**config.mk**
```make
export PLATFORM = sky130hd
export DESIGN_NAME = video_axis_capture
export DESIGN_NICKNAME = d
export VERILOG_FILES = /design/src/rtl/video_pkg.sv /design/src/rtl/axis_sync_fifo.sv /design/src/rtl/video_axis_capture.sv
export SDC_FILE = /design/constraint.sdc
export NUM_CORES = 1
export LEC_CHECK = 0
export CAP_MARGIN = 20
export CORE_ASPECT_RATIO = 2
export CORE_UTILIZATION = 60
export CTS_CLUSTER_DIAMETER = 120
export CTS_CLUSTER_SIZE = 12
export DETAILED_ROUTE_END_ITERATION = 10
export PLACE_DENSITY_LB_ADDON = 0.2
export RECOVER_POWER = 50
export SETUP_SLACK_MARGIN = 0.4
export SLEW_MARGIN = 5
export SYNTH_ARGS = -nofsm -noshare
export SYNTH_HDL_FRONTEND = slang
export SYNTH_SLANG_ARGS = --single-unit
```
**constraint.sdc**
```tcl
create_clock -name clk -period 7.31 [get_ports clk]
set_input_delay 1.462 -clock clk [delete_from_list [all_inputs] [get_ports clk]]
set_output_delay 1.462 -clock clk [all_outputs]
set_load 0.05 [all_outputs]
```
**src/rtl/video_pkg.sv**
```systemverilog
// Shared video path definitions: FSM encodings,
// pixel packing offsets and the FIFO word layout.
package video_pkg;

  localparam int AXIS_DW   = 32;
  localparam int RED_LSB   = 0;
  localparam int GREEN_LSB = 8;
  localparam int BLUE_LSB  = 16;

  typedef enum logic [2:0] {
    CAP_IDLE,
    CAP_WAIT_VS,
    CAP_WAIT_DE,
    CAP_CAPTURE,
    CAP_TERM
  } cap_state_t;

  typedef enum logic [1:0] {
    DSP_IDLE,
    DSP_WAIT_SOF,
    DSP_ACTIVE,
    DSP_FLUSH
  } dsp_state_t;

  typedef struct packed {
    logic       tuser;
    logic       tlast;
    logic [7:0] b;
    logic [7:0] g;
    logic [7:0] r;
  } cap_word_t;

  function automatic logic [AXIS_DW-1:0] pack_pixel(
    input logic [7:0] r,
    input logic [7:0] g,
    input logic [7:0] b
  );
    logic [AXIS_DW-1:0] d;
    d = '0;
    d[RED_LSB+:8]   = r;
    d[GREEN_LSB+:8] = g;
    d[BLUE_LSB+:8]  = b;
    return d;
  endfunction

endpackage

```
**src/rtl/axis_sync_fifo.sv**
```systemverilog
// Single-clock show-ahead FIFO with registered
// full/empty flags.
module axis_sync_fifo #(
  parameter int WIDTH = 26,
  parameter int DEPTH = 16
) (
  input  logic             clk,
  input  logic             rstn,
  input  logic             push,
  input  logic [WIDTH-1:0] din,
  output logic             full,
  input  logic             pop,
  output logic [WIDTH-1:0] dout,
  output logic             empty
);

  localparam int AW = $clog2(DEPTH);
  localparam logic [AW:0] CNT_FULL = (AW+1)'(DEPTH);

  logic [WIDTH-1:0] mem [DEPTH];
  logic [AW-1:0]    wr_ptr;
  logic [AW-1:0]    rd_ptr;
  logic [AW:0]      count;
  logic [AW:0]      count_d;
  logic             wr_en;
  logic             rd_en;

  assign wr_en = push & ~full;
  assign rd_en = pop & ~empty;
  assign dout  = mem[rd_ptr];

  always_comb begin
    count_d = count;
    if (wr_en && !rd_en)
      count_d = count + 1'b1;
    else if (!wr_en && rd_en)
      count_d = count - 1'b1;
  end

  always_ff @(posedge clk) begin
    if (!rstn) begin
      wr_ptr <= '0;
      rd_ptr <= '0;
      count  <= '0;
      full   <= 1'b0;
      empty  <= 1'b1;
    end else begin
      if (wr_en)
        wr_ptr <= wr_ptr + 1'b1;
      if (rd_en)
        rd_ptr <= rd_ptr + 1'b1;
      count <= count_d;
      full  <= (count_d == CNT_FULL);
      empty <= (count_d == '0);
    end
  end

  always_ff @(posedge clk) begin
    if (wr_en)
      mem[wr_ptr] <= din;
  end

endmodule

```
**src/rtl/video_axis_capture.sv**
```systemverilog
// Parallel video to AXI-Stream frame capture:
// one frame per packet, always closed by tlast.
module video_axis_capture
  import video_pkg::*;
#(
  parameter int H_VISIBLE  = 640,
  parameter int V_VISIBLE  = 480,
  parameter int FIFO_DEPTH = 16,
  parameter bit VSYNC_POL  = 1'b0
) (
  input  logic               clk,
  input  logic               rstn,
  input  logic               enable,
  input  logic               clr_status,
  input  logic [7:0]         vid_red,
  input  logic [7:0]         vid_green,
  input  logic               vid_blank,
  input  logic [7:0]         vid_blue,
  input  logic               vid_vsync,
  output logic [AXIS_DW-1:0] m_tdata,
  output logic               m_tvalid,
  input  logic               m_tready,
  output logic               m_tlast,
  output logic               m_tuser,
  output logic               overflow,
  output logic               short_frame,
  output logic               busy,
  output logic [15:0]        frame_cnt
);

  localparam int TOTAL = H_VISIBLE * V_VISIBLE;
  localparam int CNT_W = $clog2(TOTAL);
  localparam logic [CNT_W-1:0] CNT_LAST =
    CNT_W'(TOTAL - 1);
  localparam int FW = $bits(cap_word_t);

  logic [7:0]  red_q;
  logic [7:0]  green_q;
  logic [7:0]  blue_q;
  logic        blank_q;
  logic        vs_q;
  logic        vs_q2;
  logic        vs_edge;

  cap_state_t      state_q;
  cap_state_t      state_d;
  logic [CNT_W-1:0] cnt_q;
  logic [CNT_W-1:0] cnt_d;
  logic            push;
  cap_word_t       push_word;
  logic            ovf_set;
  logic            short_set;
  logic            frame_done;

  logic            fifo_full;
  logic            fifo_empty;
  logic [FW-1:0]   fifo_dout;
  cap_word_t       head;

  // Input stage aligns pixel data with the vsync edge detector.
  always_ff @(posedge clk) begin
    if (!rstn) begin
      red_q   <= '0;
      green_q <= '0;
      blue_q  <= '0;
      blank_q <= 1'b1;
      vs_q    <= ~VSYNC_POL;
      vs_q2   <= ~VSYNC_POL;
    end else begin
      red_q   <= vid_red;
      green_q <= vid_green;
      blue_q  <= vid_blue;
      blank_q <= vid_blank;
      vs_q    <= vid_vsync;
      vs_q2   <= vs_q;
    end
  end

  assign vs_edge = (vs_q == VSYNC_POL) &&
                   (vs_q2 != VSYNC_POL);

  always_ff @(posedge clk) begin
    if (!rstn) begin
      state_q <= CAP_IDLE;
      cnt_q   <= '0;
    end else begin
      state_q <= state_d;
      cnt_q   <= cnt_d;
    end
  end

  always_comb begin
    state_d    = state_q;
    cnt_d      = cnt_q;
    push       = 1'b0;
    push_word  = '0;
    ovf_set    = 1'b0;
    short_set  = 1'b0;
    frame_done = 1'b0;
    unique case (state_q)
      CAP_IDLE: begin
        if (enable)
          state_d = CAP_WAIT_VS;
      end
      CAP_WAIT_VS: begin
        if (!enable)
          state_d = CAP_IDLE;
        else if (vs_edge)
          state_d = CAP_WAIT_DE;
      end
      CAP_WAIT_DE: begin
        if (!enable) begin
          state_d = CAP_IDLE;
        end else if (!blank_q) begin
          if (fifo_full) begin
            ovf_set = 1'b1;
            cnt_d   = '0;
            state_d = CAP_TERM;
          end else begin
            push            = 1'b1;
            push_word.tuser = 1'b1;
            push_word.r     = red_q;
            push_word.g     = green_q;
            push_word.b     = blue_q;
            cnt_d           = CNT_W'(1);
            state_d         = CAP_CAPTURE;
          end
        end
      end
      CAP_CAPTURE: begin
        if (vs_edge) begin
          short_set = 1'b1;
          cnt_d     = '0;
          state_d   = CAP_TERM;
        end else if (!blank_q) begin
          if (fifo_full) begin
            ovf_set = 1'b1;
            cnt_d   = '0;
            state_d = CAP_TERM;
          end else begin
            push        = 1'b1;
            push_word.r = red_q;
            push_word.g = green_q;
            push_word.b = blue_q;
            if (cnt_q == CNT_LAST) begin
              push_word.tlast = 1'b1;
              cnt_d           = '0;
              frame_done      = 1'b1;
              state_d = enable ? CAP_WAIT_VS
                               : CAP_IDLE;
            end else begin
              cnt_d = cnt_q + 1'b1;
            end
          end
        end
      end
      CAP_TERM: begin
        if (!fifo_full) begin
          push            = 1'b1;
          push_word.tlast = 1'b1;
          state_d = enable ? CAP_WAIT_VS
                           : CAP_IDLE;
        end
      end
      default: state_d = CAP_IDLE;
    endcase
  end

  // Set events take priority over a coincident clear.
  always_ff @(posedge clk) begin
    if (!rstn) begin
      overflow    <= 1'b0;
      short_frame <= 1'b0;
      frame_cnt   <= '0;
    end else begin
      if (ovf_set)
        overflow <= 1'b1;
      else if (clr_status)
        overflow <= 1'b0;
      if (short_set)
        short_frame <= 1'b1;
      else if (clr_status)
        short_frame <= 1'b0;
      if (frame_done)
        frame_cnt <= frame_cnt + 1'b1;
    end
  end

  axis_sync_fifo #(
    .WIDTH (FW),
    .DEPTH (FIFO_DEPTH)
  ) u_fifo (
    .clk   (clk),
    .rstn  (rstn),
    .push  (push),
    .din   (push_word),
    .full  (fifo_full),
    .pop   (m_tvalid & m_tready),
    .dout  (fifo_dout),
    .empty (fifo_empty)
  );

  assign head     = fifo_dout;
  assign m_tvalid = ~fifo_empty;
  assign m_tlast  = ~fifo_empty & head.tlast;
  assign m_tuser  = ~fifo_empty & head.tuser;
  assign m_tdata  = fifo_empty ? '0 :
    pack_pixel(head.r, head.g, head.b);
  assign busy     = (state_q != CAP_IDLE);

endmodule

```
### After elaboration in Yosys (flattened, before gate mapping)

Memory sizes are Yosys's and may differ from the RTL's. A register that Yosys moved wholly into a read port is not among the register bits.
Index checks and enable logic that the tools add are counted.

| word-level totals | value |
|---|---|
| output and inout bits | 54 |
| bits in latches | 0 |
| bits in registers | 82 |
| bits in writable memories | 416 |
| word-level logic and storage cells | 115 |
| bits of input ports | 31 |
| memories | 1 |
| bits in read-only memories | 0 |

| operators by class | value |
|---|---|
| div/mod/pow operators | 0 |
| equal/unequal tests | 14 |
| $add $sub $neg | 6 |
| magnitude comparators | 0 |
| shift-type cells | 0 |
| reduce and logical (&&, ||, !) cells | 13 |
| multiplexer cells | 57 |
| multiply operators | 0 |
| bitwise logic cells | 8 |

Memories:

| name | words | width | read ports | clocked after Yosys merged registers in | write ports | line | text |
|---|---|---|---|---|---|---|---|
| u_fifo.mem | 16 | 26 | 1 | 1 | 1 | axis_sync_fifo.sv:20 | `logic [WIDTH-1:0] mem [DEPTH];` |

Operators with widths:

| cell | count |
|---|---|
| 19-bit 2-to-1 mux | 6 |
| 24-bit 2-to-1 mux | 4 |
| 25-bit 2-to-1 mux | 3 |
| 24-bit case mux with 2 select lines | 1 |
| 19-bit case mux with 2 select lines | 1 |
| 3-bit 2-to-1 mux | 11 |
| 1-bit 2-to-1 mux | 23 |
| 19-bit by 1-bit adder with 19-bit output (second input constant) | 1 |
| 19-bit == test (second input constant) | 1 |
| 16-bit by 1-bit adder with 16-bit output (second input constant) | 1 |
| 3-bit case mux with 5 select lines | 1 |
| 5-bit 2-to-1 mux | 2 |
| 3-bit != test (second input constant) | 3 |
| 4-bit by 1-bit adder with 4-bit output (second input constant) | 2 |
| 4-bit 2-to-1 mux | 2 |
| 2-bit != test (second input constant) | 4 |
| 3-bit by 2-bit == test with 1-bit output (second input constant) | 2 |
| 6-bit AND reduction | 1 |
| 2-bit nonzero test | 3 |
| 5-bit by 1-bit adder with 5-bit output (second input constant) | 1 |
| 1-bit bitwise AND | 5 |
| 5-bit == test (second input constant) | 1 |
| 5-bit zero test | 1 |
| 5-bit by 1-bit subtractor with 5-bit output (second input constant) | 1 |
| 11 further kinds | 17 |

### Depth between registers and ports, before layout

| logic depth | value |
|---|---|
| word-level depth | 10 |
| mapped depth | 8 |
| gate-level depth less buffers | 7 |

### Hierarchy

A second synthesis with hierarchy kept.

| unflattened totals | value |
|---|---|
| cells, all modules | 1082 |
| area total of the unflattened synthesis | 19866.6 µm² |

By module, submodules not included:

| module | instances | cells each | area an instance (µm²) |
|---|---|---|---|
| axis_sync_fifo | 1 | 692 | 16588.4 |
| video_axis_capture | 1 | 390 | 3278.1 |

### Least setup slack after synthesis

OpenSTA, ideal clock, no wires.

| path | value |
|---|---|
| kind | in2reg |
| from | input enable |
| to | memory u_fifo.mem[3][0] (enable) |
| data arrival time | 4211 ps |
| slack | 2658 ps |
| cell stages on the path | 6 |
| data required time | 6868 ps |
| path through | nor4bb_1 o21ai_1 nand2_1 buf_2 nand2_1 nor3_1 |

| on the way | value |
|---|---|
| word-level cells in the longest chain between the ends | 5 |

Ends and longest elaborated chain:

| element | line | text |
|---|---|---|
| start: declaration | video_axis_capture.sv:13 | `input logic enable,` |
| 1-bit 2-to-1 mux | video_axis_capture.sv:112 | `if (!enable) begin` |
| 1-bit case mux with 3 select lines | video_axis_capture.sv:100 | `unique case (state_q)` |
| 1-bit bitwise AND | axis_sync_fifo.sv:28 | `assign wr_en = push & ~full;` |
| 1-bit 2-to-1 mux | axis_sync_fifo.sv:59 | `if (wr_en)` |
| 1-bit 2-to-1 mux (implied by the code) | axis_sync_fifo.sv:60 | `mem[wr_ptr] <= din;` |
| end: declaration | axis_sync_fifo.sv:20 |  |

No other way between the ends.

==> flow_metrics.env <==
export IMPL_status="finished with violations"
export IMPL_failed_checks="capacitance limit, slew limit"
export IMPL_htreeDepth=2
export IMPL_period_minus_slack_ns=5.38
export IMPL_syn_avg_cell_area_um2=18.4
export IMPL_synth_top_family_by_area="multiplexers"
export IMPL_via_per_inst=6.11
export IMPL_die_h_um=258
export IMPL_antenna_found_initial=0
export IMPL_syn_inst=1071
export IMPL_ys_warn_count=0
export IMPL_critPathKind="flop to output port"
export IMPL_dr_total_vias=9981
export IMPL_coreArea_mm2=0.0322
export IMPL_clock_skew_ns=0.0174
export IMPL_die_area_mm2=0.0336
export IMPL_post_synth_top_count_cell="edfxtp_1"
export IMPL_area_growth_pct=14.1
export IMPL_io_pins=85
export IMPL_fillCellCount=2086
export IMPL_cts_buffers=47
export IMPL_fin_crit_sh=0.737
export IMPL_first_iter_violations=832
export IMPL_yosys_area_share_adder=0.00571
export IMPL_combPwrFrac=0.096
export IMPL_critPathLaunchType="flop"
export IMPL_maxCapViolations=1
export IMPL_worstMarginPinSlew_ns=1.75
export IMPL_final_net_count=1209
export IMPL_multiInputGateArea_mm2=0.00527
export IMPL_ir_drop_mv=0.185
export IMPL_cp_common_cell="mux4_2"
export IMPL_detail_route_wl_per_cell_um=25.5
export IMPL_clk_latency_ns=0.55
export IMPL_synthXorXnorAreaFrac=0.0156
export IMPL_drv_slew=25
export IMPL_crit_chain="buf_4 > mux4_2 > mux4_2 > and2_1 > clkdlybuf4s50_1"
export IMPL_critPathRequiredTime_ns=5.85
export IMPL_synth_area_mux_share=0.151
export IMPL_rsz0062_at_grt="no"
export IMPL_netlist_area_mm2=0.0197
export IMPL_rows=93
export IMPL_fin_area_mm2=0.0225
export IMPL_start_util=0.612
export IMPL_gp_congestion=0.802
export IMPL_cpMaxStageDelayCell="dfxtp_4"
export IMPL_yosys_area_top_type="edfxtp_1"
export IMPL_postSynthRegisterBits=502
export IMPL_synth_common_cells="edfxtp_1 (416), mux4_2 (130), dfxtp_1 (86), and2_1 (81), nor2_1 (61)"
export IMPL_clkPwrFrac=0.375
export IMPL_grt_pass1_vias=10400
export IMPL_cts_root_buf="clkbuf_16"
export IMPL_cts_resized=0
export IMPL_final_seq_area_mm2=0.0142
export IMPL_finalSetupViolations=0
export IMPL_pwr_share_seq=0.529
export IMPL_worstSetupEndpointType="output port"
export IMPL_fmax_mhz=186
export IMPL_clk_pin_slew_ns=0.06
export IMPL_gr_total_overflow=0
export IMPL_die_width_um=130
export IMPL_wl_um=41700
export IMPL_hold_viol_final=0
export IMPL_ant_nets=0
export IMPL_switching_power_uw=1340
export IMPL_worstPathMaxFanout=40
export IMPL_arrival_ns=3.92
export IMPL_swShare=0.224
export IMPL_synth_enable_flop_cells=416
export IMPL_min_path_type="flop to flop"
export IMPL_cts_setup_buffers=0
export IMPL_internal_power_uw=4630
export IMPL_io_buffers=76
export IMPL_drc=0
export IMPL_grt_use_total=0.261
export IMPL_cts_hold_buf=0
export IMPL_yosys_area_share_simple=0.0739
export IMPL_p_leak_uw=0.00720
export IMPL_cts_sinks=502
export IMPL_clk_path_buf_depth=3
export IMPL_async_flop_share=0
export IMPL_yosys_top_cells_area="edfxtp_1 (63%), mux4_2 (15%), dfxtp_1 (8.7%), and2_1 (2.6%), nor2_1 (1.2%)"
export IMPL_power_density_mw_per_mm2=266
export IMPL_ys_flop_type="edfxtp_1"
export IMPL_synthDistinctLibCells=55
export IMPL_placed_area_mm2=0.0211
export IMPL_cts_tree="done"
export IMPL_antenna_cells=0
export IMPL_synth_compound_area_frac=0.0148
export IMPL_max_stage_delay_ns=0.88
export IMPL_dpl_hpwl_um=22900
export IMPL_ys_seq_area_frac=0.721
export IMPL_synth_top_cell_area_share=0.634
export IMPL_grt_first_pass_wirelength_um=62100
export IMPL_tns_ns=0
export IMPL_first_pass_iters=6
export IMPL_layout_drive_gt1_share=0.187
export IMPL_max_slew_margin_rel=-0.167
export IMPL_grt_start_max_net_pins=57
## cells by family after synthesis
family / after synthesis
simple gates: 265
buf+inv: 77
other cells: 1
fa+ha+maj: 9
compound gates: 48
mux: 134
flops: 502
xor+xnor: 35
## critical path: cells and delay by family, from the launching register on
kind / cells / cell delay [ns]
buf+inv: 2 / 1.20
flops: 1 / 0.88
simple gates: 1 / 0.20
mux: 2 / 1.04
## worst paths after layout
check                               start                           to  slack, ns  cells past startpoint
hold reg to reg           vs_q$_SDFF_PN1_             vs_q2$_SDFF_PN1_       0.46                      1
hold / removal            vs_q$_SDFF_PN1_             vs_q2$_SDFF_PN1_       0.46                      1
setup reg to reg  state_q[0]$_SDFFE_PN0P_  u_fifo.mem[3][13]$_DFFE_PP_       3.55                      6
setup / recovery                     flop                  m_tdata[22]       1.93                      5
## metrics by stage
step	hold WS (ns)	util	worst slack (ns)	cells	total power, µW
6_report	0.464	0.698	1.93	1633	5970
5_1_grt	0.480	0.698	1.72	1633	6150
4_1_cts	0.468	0.698	1.83	1631	6000
3_5_place_dp	0.450	0.656	2.30	1545	3790
3_3_place_gp	0.436	0.653	2.23	1541	3780
2_1_floorplan	0.425	-	2.66	1078	3640
## power by group through the flow
stage | registers, µW | logic [µW] | clock network, µW
after floorplan | 3160 | 486 | 0
after global placement | 3220 | 562 | 0
after detailed placement | 3220 | 567 | 0
after CTS | 3160 | 572 | 2270
after global routing | 3170 | 615 | 2370
final | 3160 | 575 | 2240
## metal layers
metal / up-vias / share of wire / GRT usage
met5: - / 0 / 0
met4: 0 / 0.029 / 0.0898
met3: 76 / 0.054 / 0.0334
met2: 376 / 0.55 / 0.470
met1: 5148 / 0.36 / 0.320
li1: 4381 / - / -
## area by class of cell
| cell class | instances | share of cell area |
|---|---|---|
| Multi-Input combinational cell | 499 | 0.234 |
| Tap cell | 427 | 0.0237 |
| Sequential cell | 502 | 0.632 |
| Timing Repair Buffer | 106 | 0.0466 |
| Clock buffer | 86 | 0.0611 |
| Inverter | 13 | 0.00217 |
## flip-flops by register name, indices dropped and copies added (netlist names), named ones only
signal         count
short_frame        1
vs_q               1
frame_cnt         16
blank_q            1
u_fifo.full        1
u_fifo.count       5
state_q            3
u_fifo.empty       1
vs_q2              1
overflow           1
red_q              8
u_fifo.mem       416
u_fifo.wr_ptr      4
cnt_q             19
green_q            8
u_fifo.rd_ptr      4
blue_q             8
## cells in the final DEF, fill, tap and decap left out, drive strengths merged, types with 3 or more instances in the layout
| cell type | netlist | routed |
|---|---|---|
| nor2b | 6 | 6 |
| nor2 | 62 | 62 |
| edfxtp | 416 | 416 |
| ha | 9 | 9 |
| or2 | 3 | 3 |
| clkdlybuf4s50 | 0 | 60 |
| nor3 | 12 | 12 |
| or3 | 7 | 7 |
| mux2i | 4 | 4 |
| and3 | 9 | 9 |
| o21ai | 14 | 14 |
| xnor2 | 10 | 10 |
| nand2b | 7 | 7 |
| mux4 | 130 | 130 |
| a21oi | 19 | 19 |
| dfxtp | 86 | 86 |
| conb | 1 | 8 |
| nand2 | 30 | 30 |
| nand3 | 14 | 14 |
| xor2 | 25 | 25 |
| nand4 | 19 | 19 |
| dlygate4sd3 | 0 | 16 |
| clkbuf | 28 | 92 |
| inv | 13 | 13 |
| buf | 36 | 24 |
| or4 | 4 | 4 |
| and2 | 81 | 81 |
(Power assumes the default switching activity.)
